**config.mk**
```make
export PLATFORM = sky130hd
export DESIGN_NAME = rep_sequencer
export DESIGN_NICKNAME = d
export VERILOG_FILES = /design/src/rtl/rep_sequencer.sv
export SDC_FILE = /design/constraint.sdc
export NUM_CORES = 1
export LEC_CHECK = 0
export BUFFER_PORTS_ARGS = -buffer_cell sky130_fd_sc_hd__buf_4
export CAP_MARGIN = 20
export CORE_MARGIN = 5
export CORE_UTILIZATION = 56
export CTS_BUF_LIST = sky130_fd_sc_hd__clkbuf_16
export DETAILED_ROUTE_END_ITERATION = 10
export GPL_TIMING_DRIVEN = 0
export PLACE_DENSITY = 0.84
export SLEW_MARGIN = 20
export SYNTH_ARGS = -nofsm -noshare
export SYNTH_HDL_FRONTEND = slang
export SYNTH_SLANG_ARGS = --single-unit
```
**constraint.sdc**
```tcl
create_clock -name clk_i -period 5.5 [get_ports clk_i]
set_clock_uncertainty 0.15 [all_clocks]
set_input_delay 0.825 -clock clk_i [delete_from_list [all_inputs] [get_ports clk_i]]
set_output_delay 0.825 -clock clk_i [all_outputs]
set_load 0.05 [all_outputs]
```
**src/rtl/rep_sequencer.sv**
```systemverilog
// REP/REPE/REPNE string-instruction sequencer: latches count and addresses, then issues one
// iteration per downstream handshake, optionally waiting for execute-stage ZF between iterations.
//  state  | meaning
//  IDLE   | no sequence active; accepts a REP-prefixed start
//  ISSUE  | iteration presented downstream, waiting for out_ready_i
//  WAITZF | REPE/REPNE iteration issued, waiting for its ZF result
module rep_sequencer #(
   parameter int ADDR_WIDTH = 32,
   parameter int CNT_WIDTH  = 32
) (
   input  logic                  clk_i,
   input  logic                  rst_n_i,
   input  logic                  start_valid_i,
   input  logic                  is_rep_i,
   input  logic [1:0]            rep_cond_i,
   input  logic [CNT_WIDTH-1:0]  rep_num_i,
   input  logic                  addressingmode_i,
   input  logic [ADDR_WIDTH-1:0] addr1_in_i,
   input  logic [ADDR_WIDTH-1:0] addr2_in_i,
   input  logic [1:0]            opsize_i,
   input  logic                  df_i,
   input  logic                  out_ready_i,
   input  logic                  zf_valid_i,
   input  logic                  zf_i,
   input  logic                  flush_i,
   output logic                  stall_up_o,
   output logic                  iter_valid_o,
   output logic [ADDR_WIDTH-1:0] iter_addr1_o,
   output logic [ADDR_WIDTH-1:0] iter_addr2_o,
   output logic [CNT_WIDTH-1:0]  iter_cnt_o,
   output logic                  iter_last_o,
   output logic                  done_o
);

   typedef enum logic [1:0] {IDLE, ISSUE, WAITZF} state_t;

   localparam logic [CNT_WIDTH-1:0] CNT_ONE  = {{(CNT_WIDTH-1){1'b0}}, 1'b1};
   localparam logic [CNT_WIDTH-1:0] CNT_ZERO = '0;
   localparam logic [1:0]           COND_REPE  = 2'b01;
   localparam logic [1:0]           COND_REPNE = 2'b10;

   state_t                  state_q;
   logic [CNT_WIDTH-1:0]    cnt_q;
   logic [ADDR_WIDTH-1:0]   addr1_q;
   logic [ADDR_WIDTH-1:0]   addr2_q;
   logic [1:0]              opsize_q;
   logic                    df_q;
   logic [1:0]              cond_q;
   logic                    done_q;

   logic [CNT_WIDTH-1:0]    start_cnt_d;
   logic [ADDR_WIDTH-1:0]   step_d;
   logic [ADDR_WIDTH-1:0]   addr1_d;
   logic [ADDR_WIDTH-1:0]   addr2_d;
   logic                    zf_stop_d;

   // 16-bit addressing only honours CX
   assign start_cnt_d = addressingmode_i ? rep_num_i
                                         : {{(CNT_WIDTH-16){1'b0}}, rep_num_i[15:0]};
   assign step_d      = {{(ADDR_WIDTH-4){1'b0}}, 4'b0001 << opsize_q};
   assign addr1_d     = df_q ? addr1_q - step_d : addr1_q + step_d;
   assign addr2_d     = df_q ? addr2_q - step_d : addr2_q + step_d;
   assign zf_stop_d   = ((cond_q == COND_REPE) && !zf_i) || ((cond_q == COND_REPNE) && zf_i);

   always_ff @(posedge clk_i or negedge rst_n_i) begin
      if (!rst_n_i) begin
         state_q  <= IDLE;
         cnt_q    <= '0;
         addr1_q  <= '0;
         addr2_q  <= '0;
         opsize_q <= '0;
         df_q     <= 1'b0;
         cond_q   <= '0;
         done_q   <= 1'b0;
      end else begin
         done_q <= 1'b0;
         if (flush_i) begin
            state_q <= IDLE;
         end else begin
            case (state_q)
               IDLE: begin
                  if (start_valid_i && is_rep_i) begin
                     cnt_q    <= start_cnt_d;
                     addr1_q  <= addr1_in_i;
                     addr2_q  <= addr2_in_i;
                     opsize_q <= opsize_i;
                     df_q     <= df_i;
                     cond_q   <= rep_cond_i;
                     if (start_cnt_d == CNT_ZERO) done_q  <= 1'b1;
                     else                         state_q <= ISSUE;
                  end
               end
               ISSUE: begin
                  if (out_ready_i) begin
                     cnt_q   <= cnt_q - CNT_ONE;
                     addr1_q <= addr1_d;
                     addr2_q <= addr2_d;
                     // count exhaustion ends the sequence without waiting for ZF
                     if (cnt_q == CNT_ONE) begin
                        state_q <= IDLE;
                        done_q  <= 1'b1;
                     end else if (cond_q == COND_REPE || cond_q == COND_REPNE) begin
                        state_q <= WAITZF;
                     end
                  end
               end
               WAITZF: begin
                  if (zf_valid_i) begin
                     if (zf_stop_d) begin
                        state_q <= IDLE;
                        done_q  <= 1'b1;
                     end else begin
                        state_q <= ISSUE;
                     end
                  end
               end
               default: state_q <= IDLE;
            endcase
         end
      end
   end

   assign stall_up_o   = (state_q != IDLE);
   assign iter_valid_o = (state_q == ISSUE);
   assign iter_addr1_o = addr1_q;
   assign iter_addr2_o = addr2_q;
   assign iter_cnt_o   = cnt_q;
   assign iter_last_o  = (state_q == ISSUE) && (cnt_q == CNT_ONE);
   assign done_o       = done_q;

endmodule

```
==> results of run 1 <==
==> through the flow <==
stage / hold WS (ns) / util / setup slack (ns) / power, mW
5_1_grt: 0.406 / 0.700 / 0.348 / 7.10
3_5_place_dp: 0.357 / 0.682 / 0.718 / 5.88
6_report: 0.379 / 0.700 / 0.525 / 6.67
3_3_place_gp: 0.346 / 0.682 / 0.309 / 5.81
4_1_cts: 0.374 / 0.700 / 0.664 / 6.57
2_1_floorplan: 0.379 / - / 1.25 / 4.65
==> worst max path at each step <==
stage                               from                            to  cells after the start
2_1_floorplan  iter_cnt_o[4]$_DFFE_PN0P_                   iter_last_o                      8
3_3_place_gp            df_q$_DFFE_PN0P_  iter_addr1_o[31]$_DFFE_PN0P_                     13
3_5_place_dp            df_q$_DFFE_PN0P_  iter_addr1_o[31]$_DFFE_PN0P_                     13
4_1_cts                 df_q$_DFFE_PN0P_  iter_addr1_o[31]$_DFFE_PN0P_                     13
5_1_grt                 df_q$_DFFE_PN0P_  iter_addr1_o[31]$_DFFE_PN0P_                     13
6_report                df_q$_DFFE_PN0P_  iter_addr1_o[31]$_DFFE_PN0P_                     13
==> cell type report <==
class                           count  area [um2]  area share
Clock buffer                        9         225      0.0204
Sequential cell                   104        2600       0.236
Buffer                             78         308      0.0279
Inverter                           26        97.6     0.00883
Timing Repair Buffer              209        1580       0.143
Clock inverter                      7        63.8     0.00578
Multi-Input combinational cell    958        5900       0.534
Tap cell                          216         270      0.0245
==> kinds of logic (layout without fill, tap and decap cells) <==
| logic type | count (synthesis) | in the layout |
|---|---|---|
| compound gates | 421 | 421 |
| buf+inv | 104 | 329 |
| xor+xnor | 49 | 49 |
| simple gates | 407 | 407 |
| flops | 104 | 104 |
| fa+ha+maj | 64 | 64 |
| mux | 17 | 17 |
==> cell usage in the layout (no fill, tap or decap), drive strengths merged, types with 30 or more instances in the layout <==
cell type  netlist  final
a21o            41     41
nand2          122    122
a21oi          147    147
nand3           36     36
clkbuf          68     78
o21ai          115    115
nor2            98     98
dfrtp          104    104
xnor2           35     35
nor3            30     30
buf             10    218
ha              63     63
==> flip-flops by register name, indices dropped and copies added (netlist names) <==
signal and flops:
iter_addr2_o 32, iter_cnt_o 32, done_o 1, df_q 1, state_q 2, iter_addr1_o 32
cond_q 2, opsize_q 2
==> routing by layer <==
layer | vias up | routed length [um] | track usage
met3 | 117 | 3710 | 0.0633
met2 | 673 | 14900 | 0.541
li1 | 4722 | - | -
met4 | 0 | 1560 | 0.176
met1 | 4782 | 13100 | 0.485
met5 | - | 0 | 0
==> report_power, final <==
group          switching, mW  internal (mW)  total, mW
clock                  0.318          0.351      0.669
sequential             0.297           1.01       1.31
combinational           3.01           1.67       4.69
==> worst max-delay path, delay by kind of cell (launching register included) <==
kind / cells / cell delay, ns
muxes: 1 / 0.22
buffers and inverters: 3 / 1.12
adders and majority gates: 1 / 0.37
AOI/OAI and AO/OA: 8 / 2.60
DFF: 1 / 0.36
==> metrics.md, run 1 <==
| Metric | Value |
|---|---|
| Measured slew at the worst slew-check pin | 1.04 ns |
| Pleak | ~5 nW |
| R2R Path End | iter_addr1_o[31]$_DFFE_PN0P_ |
| Synth Register Bits | ~100 |
| DR DRC count | 0 |
| RSZ-0062 raised after global routing | false |
| Synthesis warning total | 0 |
| Number of library cell types mapped by synthesis | 66 |
| Syn Nets | around 1.3k |
| Reg-to-Reg Start | df_q$_DFFE_PN0P_ |
| R2r setup slk | about 0.52 ns |
| Max Buffers Root-to-Sink | 2 |
| Mean Syn Cell Area | ~7.6 um2 |
| Wirelength per Cell | about 21 um |
| Setup Viol. Count Final | 0 |
| Commonest cells post-synth | 147 x a21oi_1, 122 x nand2_1, 106 x o21ai_0 |
| Mapped cell area | between 0.008 and 0.009 mm2 |
| Die width | approximately 140 um |
| Crit end category | flop |
| Prevailing post-synth register cell | dfrtp_1 |
| Pre-antenna DRT Iters | 7 |
| Total global-route track usage | 0.355 |
| Slowest CP cell | a21o_2 |
| Tightest Hold Check Type | reg2reg |
| Area leader, netlist | dfrtp_1 |
| Diodes inserted | 0 |
| Top-count cell post-synth | a21oi_1 |
| Setup TNS | 0 ns |
| Share of the synthesized area in the top cell type | 0.292 |
| Layout cells sized above 1 | 0.180 |
| Vias in the first global route | 9687 |
| Part of the cycle the worst path needs | 0.905 |
| Core Area | around 0.016 mm2 |
| Simple-Gate Fraction of Synth Area | 0.223 |
| PostCTS Resize Cnt | 0 |
| First-pass GRT wire length | just over 50000 um |
| Final ANT Viol Nets | 0 |
| Crit path time final | approximately 5 ns |
| Port bufs | 209 |
| CP required | between 5 and 6 ns |
| Final standard cell area without fillers | 0.0110 mm2 |
| # rows | 46 |
| P&R area growth vs syn | 24.0% |
| Fmax | between 200 and 250 MHz |
| Post-synth EDFFs | 0 |
| Origin of the worst min-delay path | iter_addr2_o[5]$_DFFE_PN0P_ |
| CP Cell Sequence | clkbuf_1, clkbuf_1, a21o_2, ha_1, clkbuf_1, a41o_1, a211oi_1, o2bb2ai_1, a31oi_1, o31ai_1, a221oi_1, mux2i_1, o221ai_1 |
| Fin. Hold Viols | 0 |
| Worst EP arrival | approximately 5 ns |
| Num CTS Buffers | 9 |
| Cell Area, Placed | ~0.011 mm2 |
| Clock Sinks | around 100 |
| Cells after Synth | 1166 |
| Fill cell count | around 1.4k |
| CP Max Fanout | 28 |
| Initial antenna violation count | 0 |
| Hold depth | 2 |
| Die H | 136 um |
| Compound-Gate Fraction of Synth Area | 0.283 |
| Number of DRC markers in iteration 0 | 1139 |
| # hold bufs at CTS | 0 |
| Area contributors post-synth | dfrtp_1 29%, ha_1 8.8%, a21oi_1 8.3% |
| Largest net degree at the start of global routing | ~110 |
| H-tree depth | 3 |
| Vias after detailed routing | 10.3k |
| Die area | 0.0185 mm2 |
| Max cap viols | 0 |
| Clk_lat worst skew | 0.37 ns |
| Cell repeated most along the worst path | clkbuf_1 |
| IO Count | 210 |
| Fin nets | roughly 1.6k |
| Sequential area share after synthesis | 0.292 |
| Setup crit start kind | flop |
| Critical Setup Path Class | reg2reg |
| Reg2Reg Depth | 13 |
| Final wirelength | about 33000 um |
| Adder-Cell Fraction of Synth Area | 0.0896 |
| Post-CTS setup buffer count | 0 |
| Async S/R FF share, synth | 1.00 |
| Root buffer cell | clkbuf_16 |
| Hold EP | iter_addr2_o[5]$_DFFE_PN0P_ |
| Routability Congestion | ~0.99 |
| Final std cells w/o fill | approximately 1.6k |
| Initial Util | 0.565 |
| Dpl cells | 1591 |
| Main combinational cell family by area after synthesis | compound AO/OA/AOI/OAI gates |
| Peak supply drop | 0.271 mV |
| Vias/cell | around 6.4 |
| CTS tree | done |
| CP max stage delay | 0.73 ns |
| Pwr dens | around 600 mW/mm2 |
| Slew Viols, Final | 0 |
| Slew headroom | 0.303 |
| XOR/XNOR Fraction of Synth Area | 0.0482 |
| Hpwl dp | ~24000 um |
| Outcome | complete, no violations |
| Mux cell area share after synthesis | 0.0197 |
| Reg clk slew, reported paths | about 0.070 ns |
| Total grt overflow | 0 |
No activity file was read; power rests on OpenSTA's default activity.
==> run 2, diff against run 1 <==
Settings changed: CORE_UTILIZATION 56 to 50, GPL_ROUTABILITY_DRIVEN set to 0, PLACE_DENSITY 0.84 to 0.76.
==> metrics.md, run 2 (synthesis results as in run 1) <==
| Metric | Value |
|---|---|
| Crit end category | flop (unchanged) |
| CP required | 5.57 ns (was 5.56 ns) |
| Slew headroom | 0.245 (was 0.303) |
| Hold depth | 2 (unchanged) |
| Peak supply drop | 0.358 mV (was 0.271 mV) |
| P&R area growth vs syn | 24.0% (about the same) |
| Setup crit start kind | flop (unchanged) |
| Die width | 143 um (was 136 um) |
| Vias in the first global route | 9772 (was 9687) |
| Origin of the worst min-delay path | iter_addr1_o[25]$_DFFE_PN0P_ (was iter_addr2_o[5]$_DFFE_PN0P_) |
| CP Cell Sequence | clkbuf_1, clkbuf_1, a21o_2, ha_1, clkbuf_1, a41o_1, a211oi_1, o2bb2ai_1, a31oi_1, o31ai_1, a221oi_1, mux2i_1, o221ai_1 (unchanged) |
| Cell repeated most along the worst path | clkbuf_1 (unchanged) |
| Final ANT Viol Nets | 0 (unchanged) |
| Layout cells sized above 1 | 0.180 (about the same) |
| Critical Setup Path Class | reg2reg (unchanged) |
| Multi-input gate area | 0.00590 mm2 (unchanged) |
| Diodes inserted | 0 (unchanged) |
| Die H | 143 um (was 136 um) |
| Hold EP | iter_addr1_o[25]$_DFFE_PN0P_ (was iter_addr2_o[5]$_DFFE_PN0P_) |
| Setup TNS | 0 ns (unchanged) |
| Worst hold slack | 0.375 ns (was 0.379 ns) |
| Pre-antenna DRT Iters | 5 (was 7) |
| # rows | 48 (was 46) |
| PostCTS Resize Cnt | 0 (unchanged) |
| Clk_lat worst skew | 0.37 ns (about the same) |
| Fin. Hold Viols | 0 (unchanged) |
| R2R Path End | iter_addr1_o[31]$_DFFE_PN0P_ (unchanged) |
| Initial Util | 0.512 (was 0.565) |
| Clock Sinks | 104 (unchanged) |
| CP Max Fanout | 28 (unchanged) |
| Commonest cells after routing, fill and taps aside | 208 x buf_4, 147 x a21oi_1, 122 x nand2_1, 106 x o21ai_0, 104 x dfrtp_1 (unchanged) |
| First-pass GRT wire length | 52600 um (was 51700 um) |
| Fmax | 204 MHz (was 201 MHz) |
| Core Area | 0.0174 mm2 (was 0.0158 mm2) |
| Outcome | complete, no violations (unchanged) |
| Number of DRC markers in iteration 0 | 1119 (was 1139) |
| RSZ-0062 raised after global routing | false (unchanged) |
| Crit path from | df_q$_DFFE_PN0P_ (unchanged) |
| R2r setup slk | 0.59 ns (was 0.52 ns) |
| Most common cell after layout, fill and taps aside | buf_4 (unchanged) |
| Max Buffers Root-to-Sink | 2 (unchanged) |
| Part of the cycle the worst path needs | 0.892 (was 0.905) |
| Post-CTS setup buffer count | 0 (unchanged) |
| Total global-route track usage | 0.325 (was 0.355) |
| Slowest CP cell | a21o_2 (unchanged) |
| Vias/cell | 6.36 (was 6.41) |
| Largest net degree at the start of global routing | 105 (unchanged) |
| Fin nets | 1559 (unchanged) |
| CTS tree | done (unchanged) |
| Final wirelength | 34400 um (was 33200 um) |
| Max cap viols | 0 (unchanged) |
| FF/Latch Area | 0.00260 mm2 (unchanged) |
| Pwr dens | 602 mW/mm2 (was 604 mW/mm2) |
| IO Count | 210 (unchanged) |
| Vias after detailed routing | 10.3k (about the same) |
| Initial antenna violation count | 0 (unchanged) |
| Reg2Reg Depth | 13 (unchanged) |
| # hold bufs at CTS | 0 (unchanged) |
| Measured slew at the worst slew-check pin | 1.13 ns (was 1.04 ns) |
| H-tree depth | 3 (unchanged) |
| Slew Viols, Final | 0 (unchanged) |
| Num CTS Buffers | 9 (unchanged) |
| Crit path time final | 4.91 ns (was 4.98 ns) |
| Reg clk slew, reported paths | 0.08 ns (was 0.07 ns) |
| Pleak | 5.09 nW (was 5.10 nW) |
| DR DRC count | 0 (unchanged) |
| Tightest Hold Check Type | reg2reg (unchanged) |
| Port bufs | 209 (unchanged) |
| Die area | 0.0206 mm2 (was 0.0185 mm2) |
| Wirelength per Cell | 21.3 um (was 20.7 um) |
| Hpwl dp | 25100 um (was 24400 um) |
| Total grt overflow | 0 (unchanged) |
| Setup Viol. Count Final | 0 (unchanged) |
| Worst EP arrival | 4.98 ns (was 5.03 ns) |
| Reg-to-Reg Start | df_q$_DFFE_PN0P_ (unchanged) |
| Fill cell count | 1617 (was 1398) |
| CP max stage delay | 0.71 ns (was 0.73 ns) |
| Root buffer cell | clkbuf_16 (unchanged) |
-- run 2: critical path, delay by kind of cell (launching register included) --
kind | cells | cell delay [ns]
compound gates | 8 | 2.57
buf+inv | 3 | 1.11
fa+ha+maj | 1 | 0.36
flops | 1 | 0.34
mux | 1 | 0.23
-- run 2: final cells by class --
type                       instances  share of cell area
multi-input combinational        958               0.534
clock buffer                       9              0.0204
tap                              225              0.0255
clock inverter                     7             0.00521
timing repair buffer             209               0.143
buffer                            78              0.0279
sequential                       104               0.235
inverter                          26             0.00883
-- run 2: routing by layer --
metal,share of wire,GRT usage
met4,0.044,0.147
met5,0,0
met2,0.45,0.510
met1,0.39,0.430
met3,0.11,0.0715
-- run 2: per-stage QoR --
stage	cell area [um2]	instances	utilization	setup slack, ns	power (mW)
finish	11100	1616	0.635	0.592	6.66
global placement	10800	1600	0.618	0.309	5.82
floorplan	8910	1166	-	1.25	4.65
global route	11100	1616	0.635	0.355	7.07
CTS	11000	1616	0.634	0.715	6.56
detailed placement	10800	1600	0.618	0.740	5.89
-- run 2: worst max path at each step --
| stage | endpoint | slack (ns) | cells after the start |
|---|---|---|---|
| floorplan | iter_last_o | 1.25 | 8 |
| global placement | iter_addr1_o[31]$_DFFE_PN0P_ | 0.31 | 13 |
| detailed placement | iter_addr1_o[31]$_DFFE_PN0P_ | 0.74 | 13 |
| CTS | iter_addr1_o[31]$_DFFE_PN0P_ | 0.71 | 13 |
| global route | iter_addr2_o[31]$_DFFE_PN0P_ | 0.35 | 14 |
| finish | iter_addr1_o[31]$_DFFE_PN0P_ | 0.59 | 13 |
-- run 2: where the power goes --
part | internal, mW | total, mW | switching (mW)
Sequential | 1.01 | 1.31 | 0.293
Combinational | 1.67 | 4.69 | 3.02
Clock | 0.313 | 0.658 | 0.345
Total | 3.00 | 6.66 | 3.66
==> run 3, diff against run 2 <==
Settings changed: CORE_UTILIZATION 50 to 35, PLACE_DENSITY 0.76 to 0.57.
==> metrics.md, run 3 (synthesis results as in run 1) <==
| Metric | Value |
|---|---|
| Outcome | complete, no violations (unchanged) |
| Final ANT Viol Nets | 0 (unchanged) |
| Final wirelength | 37000 um (was 34400 um) |
| Fill cell count | 2601 (was 1617) |
| Core Area | 0.0251 mm2 (was 0.0174 mm2) |
| Cell Area, Placed | 0.0109 mm2 (was 0.0108 mm2) |
| Vias/cell | 5.78 (was 6.36) |
| Worst EP arrival | 5.15 ns (was 4.98 ns) |
| # rows | 58 (was 48) |
| Final standard cell area without fillers | 0.0112 mm2 (was 0.0111 mm2) |
| Slew Viols, Final | 0 (unchanged) |
| Final std cells w/o fill | 1722 (was 1616) |
| Crit end category | flop (unchanged) |
| Critical Setup Path Class | reg2reg (unchanged) |
| Initial Util | 0.355 (was 0.512) |
| Hpwl dp | 27500 um (was 25100 um) |
| Switching power | 3.68 mW (was 3.66 mW) |
| Clk_lat worst skew | 0.37 ns (about the same) |
| Wirelength per Cell | 21.5 um (was 21.3 um) |
| Slew headroom | 0.348 (was 0.245) |
| Clock share of power | 0.106 (was 0.099) |
| Die H | 170 um (was 143 um) |
| Setup crit start kind | flop (unchanged) |
| Total grt overflow | 0 (unchanged) |
| CTS tree | done (unchanged) |
| Layout cells sized above 1 | 0.182 (was 0.180) |
| DR DRC count | 0 (unchanged) |
| Vias in the first global route | 9483 (was 9772) |
| Crit path time final | 5.09 ns (was 4.91 ns) |
| Total global-route track usage | 0.249 (was 0.325) |
| Tightest Hold Check Type | in2async (was reg2reg) |
| Peak supply drop | 0.255 mV (was 0.358 mV) |
| Final Util | 0.447 (was 0.635) |
| Most common cell after layout, fill and taps aside | buf_4 (unchanged) |
| CP Max Fanout | 28 (unchanged) |
| PostCTS Resize Cnt | 0 (unchanged) |
| Die area | 0.0287 mm2 (was 0.0206 mm2) |
| Clock Sinks | 104 (unchanged) |
| Comb pwr share | 0.699 (was 0.705) |
| Largest net degree at the start of global routing | 54 (was 105) |
| Num CTS Buffers | 9 (unchanged) |
| Measured slew at the worst slew-check pin | 0.979 ns (was 1.13 ns) |
| Pre-CTS setup slack | 0.548 ns (was 0.740 ns) |
| CP required | 5.56 ns (was 5.57 ns) |
| Commonest cells after routing, fill and taps aside | 208 x buf_4, 147 x a21oi_1, 122 x nand2_1, 106 x o21ai_0, 104 x dfrtp_1 (unchanged) |
| Sequential share of power | 0.195 (was 0.196) |
| Port bufs | 209 (unchanged) |
| Max Buffers Root-to-Sink | 2 (unchanged) |
| Dpl cells | 1706 (was 1600) |
| Setup TNS | 0 ns (unchanged) |
| Root buffer cell | clkbuf_16 (unchanged) |
| Pre-antenna DRT Iters | 5 (unchanged) |
| H-tree depth | 3 (unchanged) |
| Diodes inserted | 0 (unchanged) |
| Fin. Hold Viols | 0 (unchanged) |
| RSZ-0062 raised after global routing | false (unchanged) |
| P&R area growth vs syn | 26.0% (was 24.0%) |
| Die width | 170 um (was 143 um) |
| # hold bufs at CTS | 0 (unchanged) |
| Pleak | 5.11 nW (was 5.09 nW) |
| Switching share of power | 0.547 (was 0.549) |
| Max cap viols | 0 (unchanged) |
| Fmax | 197 MHz (was 204 MHz) |
| Setup ws final | 0.414 ns (was 0.592 ns) |
| Worst hold slack | 0.246 ns (was 0.375 ns) |
| Part of the cycle the worst path needs | 0.925 (was 0.892) |
| IO Count | 210 (unchanged) |
| Cell-internal power | 3.05 mW (was 3.00 mW) |
| Number of DRC markers in iteration 0 | 883 (was 1119) |
| Vias after detailed routing | 9949 (was 10.3k) |
| Reg clk slew, reported paths | 0.09 ns (was 0.08 ns) |
| First-pass GRT wire length | 56200 um (was 52600 um) |
| Fin nets | 1560 (was 1559) |
| Pwr Total | 6.73 mW (was 6.66 mW) |
| Initial antenna violation count | 1 (was 0) |
| Setup Viol. Count Final | 0 (unchanged) |
| Post-CTS setup buffer count | 0 (unchanged) |
| Pwr dens | 599 mW/mm2 (was 602 mW/mm2) |
run 3: cell count changes in the layout (fill, tap and decap cells not counted):
| cell | before | now |
|---|---|---|
| clkinv_4 | 4 | 1 |
| clkbuf_8 | 1 | 0 |
| buf_16 | 0 | 1 |
| buf_6 | 1 | 2 |
| inv_8 | 1 | 0 |
| bufinv_16 | 0 | 1 |
| inv_6 | 0 | 3 |
| clkinv_2 | 0 | 1 |
| clkinv_1 | 2 | 1 |
run 3: final cells by class:
type / count / area, um2 / area share
Sequential cell: 104 / 2600 / 0.232
Clock inverter: 7 / 77.6 / 0.00691
Multi-Input combinational cell: 958 / 5900 / 0.526
Tap cell: 330 / 413 / 0.0368
Inverter: 26 / 97.6 / 0.00869
Clock buffer: 9 / 225 / 0.0201
Buffer: 78 / 308 / 0.0274
Timing Repair Buffer: 210 / 1600 / 0.143
run 3: final timing paths:
check                                        startpoint                           end  slack (ns)  cells after the start
setup / recovery                       df_q$_DFFE_PN0P_  iter_addr1_o[31]$_DFFE_PN0P_        0.41                     13
max in group asynchronous                       rst_n_i  iter_addr1_o[24]$_DFFE_PN0P_        4.27                      2
setup reg to reg                       df_q$_DFFE_PN0P_  iter_addr1_o[31]$_DFFE_PN0P_        0.41                     13
hold / removal                                  rst_n_i         cond_q[0]$_DFFE_PN0P_        0.25                      1
hold reg to reg            iter_addr2_o[13]$_DFFE_PN0P_  iter_addr2_o[13]$_DFFE_PN0P_        0.37                      2
min in group clk_i         iter_addr2_o[13]$_DFFE_PN0P_  iter_addr2_o[13]$_DFFE_PN0P_        0.37                      2
run 3: power groups by stage:
stage	logic, mW	clock network [mW]	registers (mW)
finish	4.71	0.713	1.31
global route	5.12	0.743	1.35
global placement	4.60	0	1.32
detailed placement	4.63	0	1.32
CTS	4.66	0.717	1.31
floorplan	2.57	0	2.08
run 3: worst max-delay path, cell delays in order (launching register included):
cell	delay [ns]
dfrtp_1	0.35
clkbuf_1	0.45
clkbuf_1	0.51
a21o_2	0.71
ha_1	0.36
clkbuf_1	0.19
a41o_1	0.28
a211oi_1	0.24
o2bb2ai_1	0.16
a31oi_1	0.40
o31ai_1	0.26
a221oi_1	0.46
mux2i_1	0.26
o221ai_1	0.14
run 3: layer usage:
| metal | vias to the layer above | share of wire | track usage |
|---|---|---|---|
| met1 | 4755 | 0.44 | 0.346 |
| met5 | - | 0.00035 | 0 |
| li1 | 4730 | - | - |
| met4 | 2 | 0.026 | 0.0781 |
| met2 | 412 | 0.45 | 0.399 |
| met3 | 50 | 0.079 | 0.0403 |
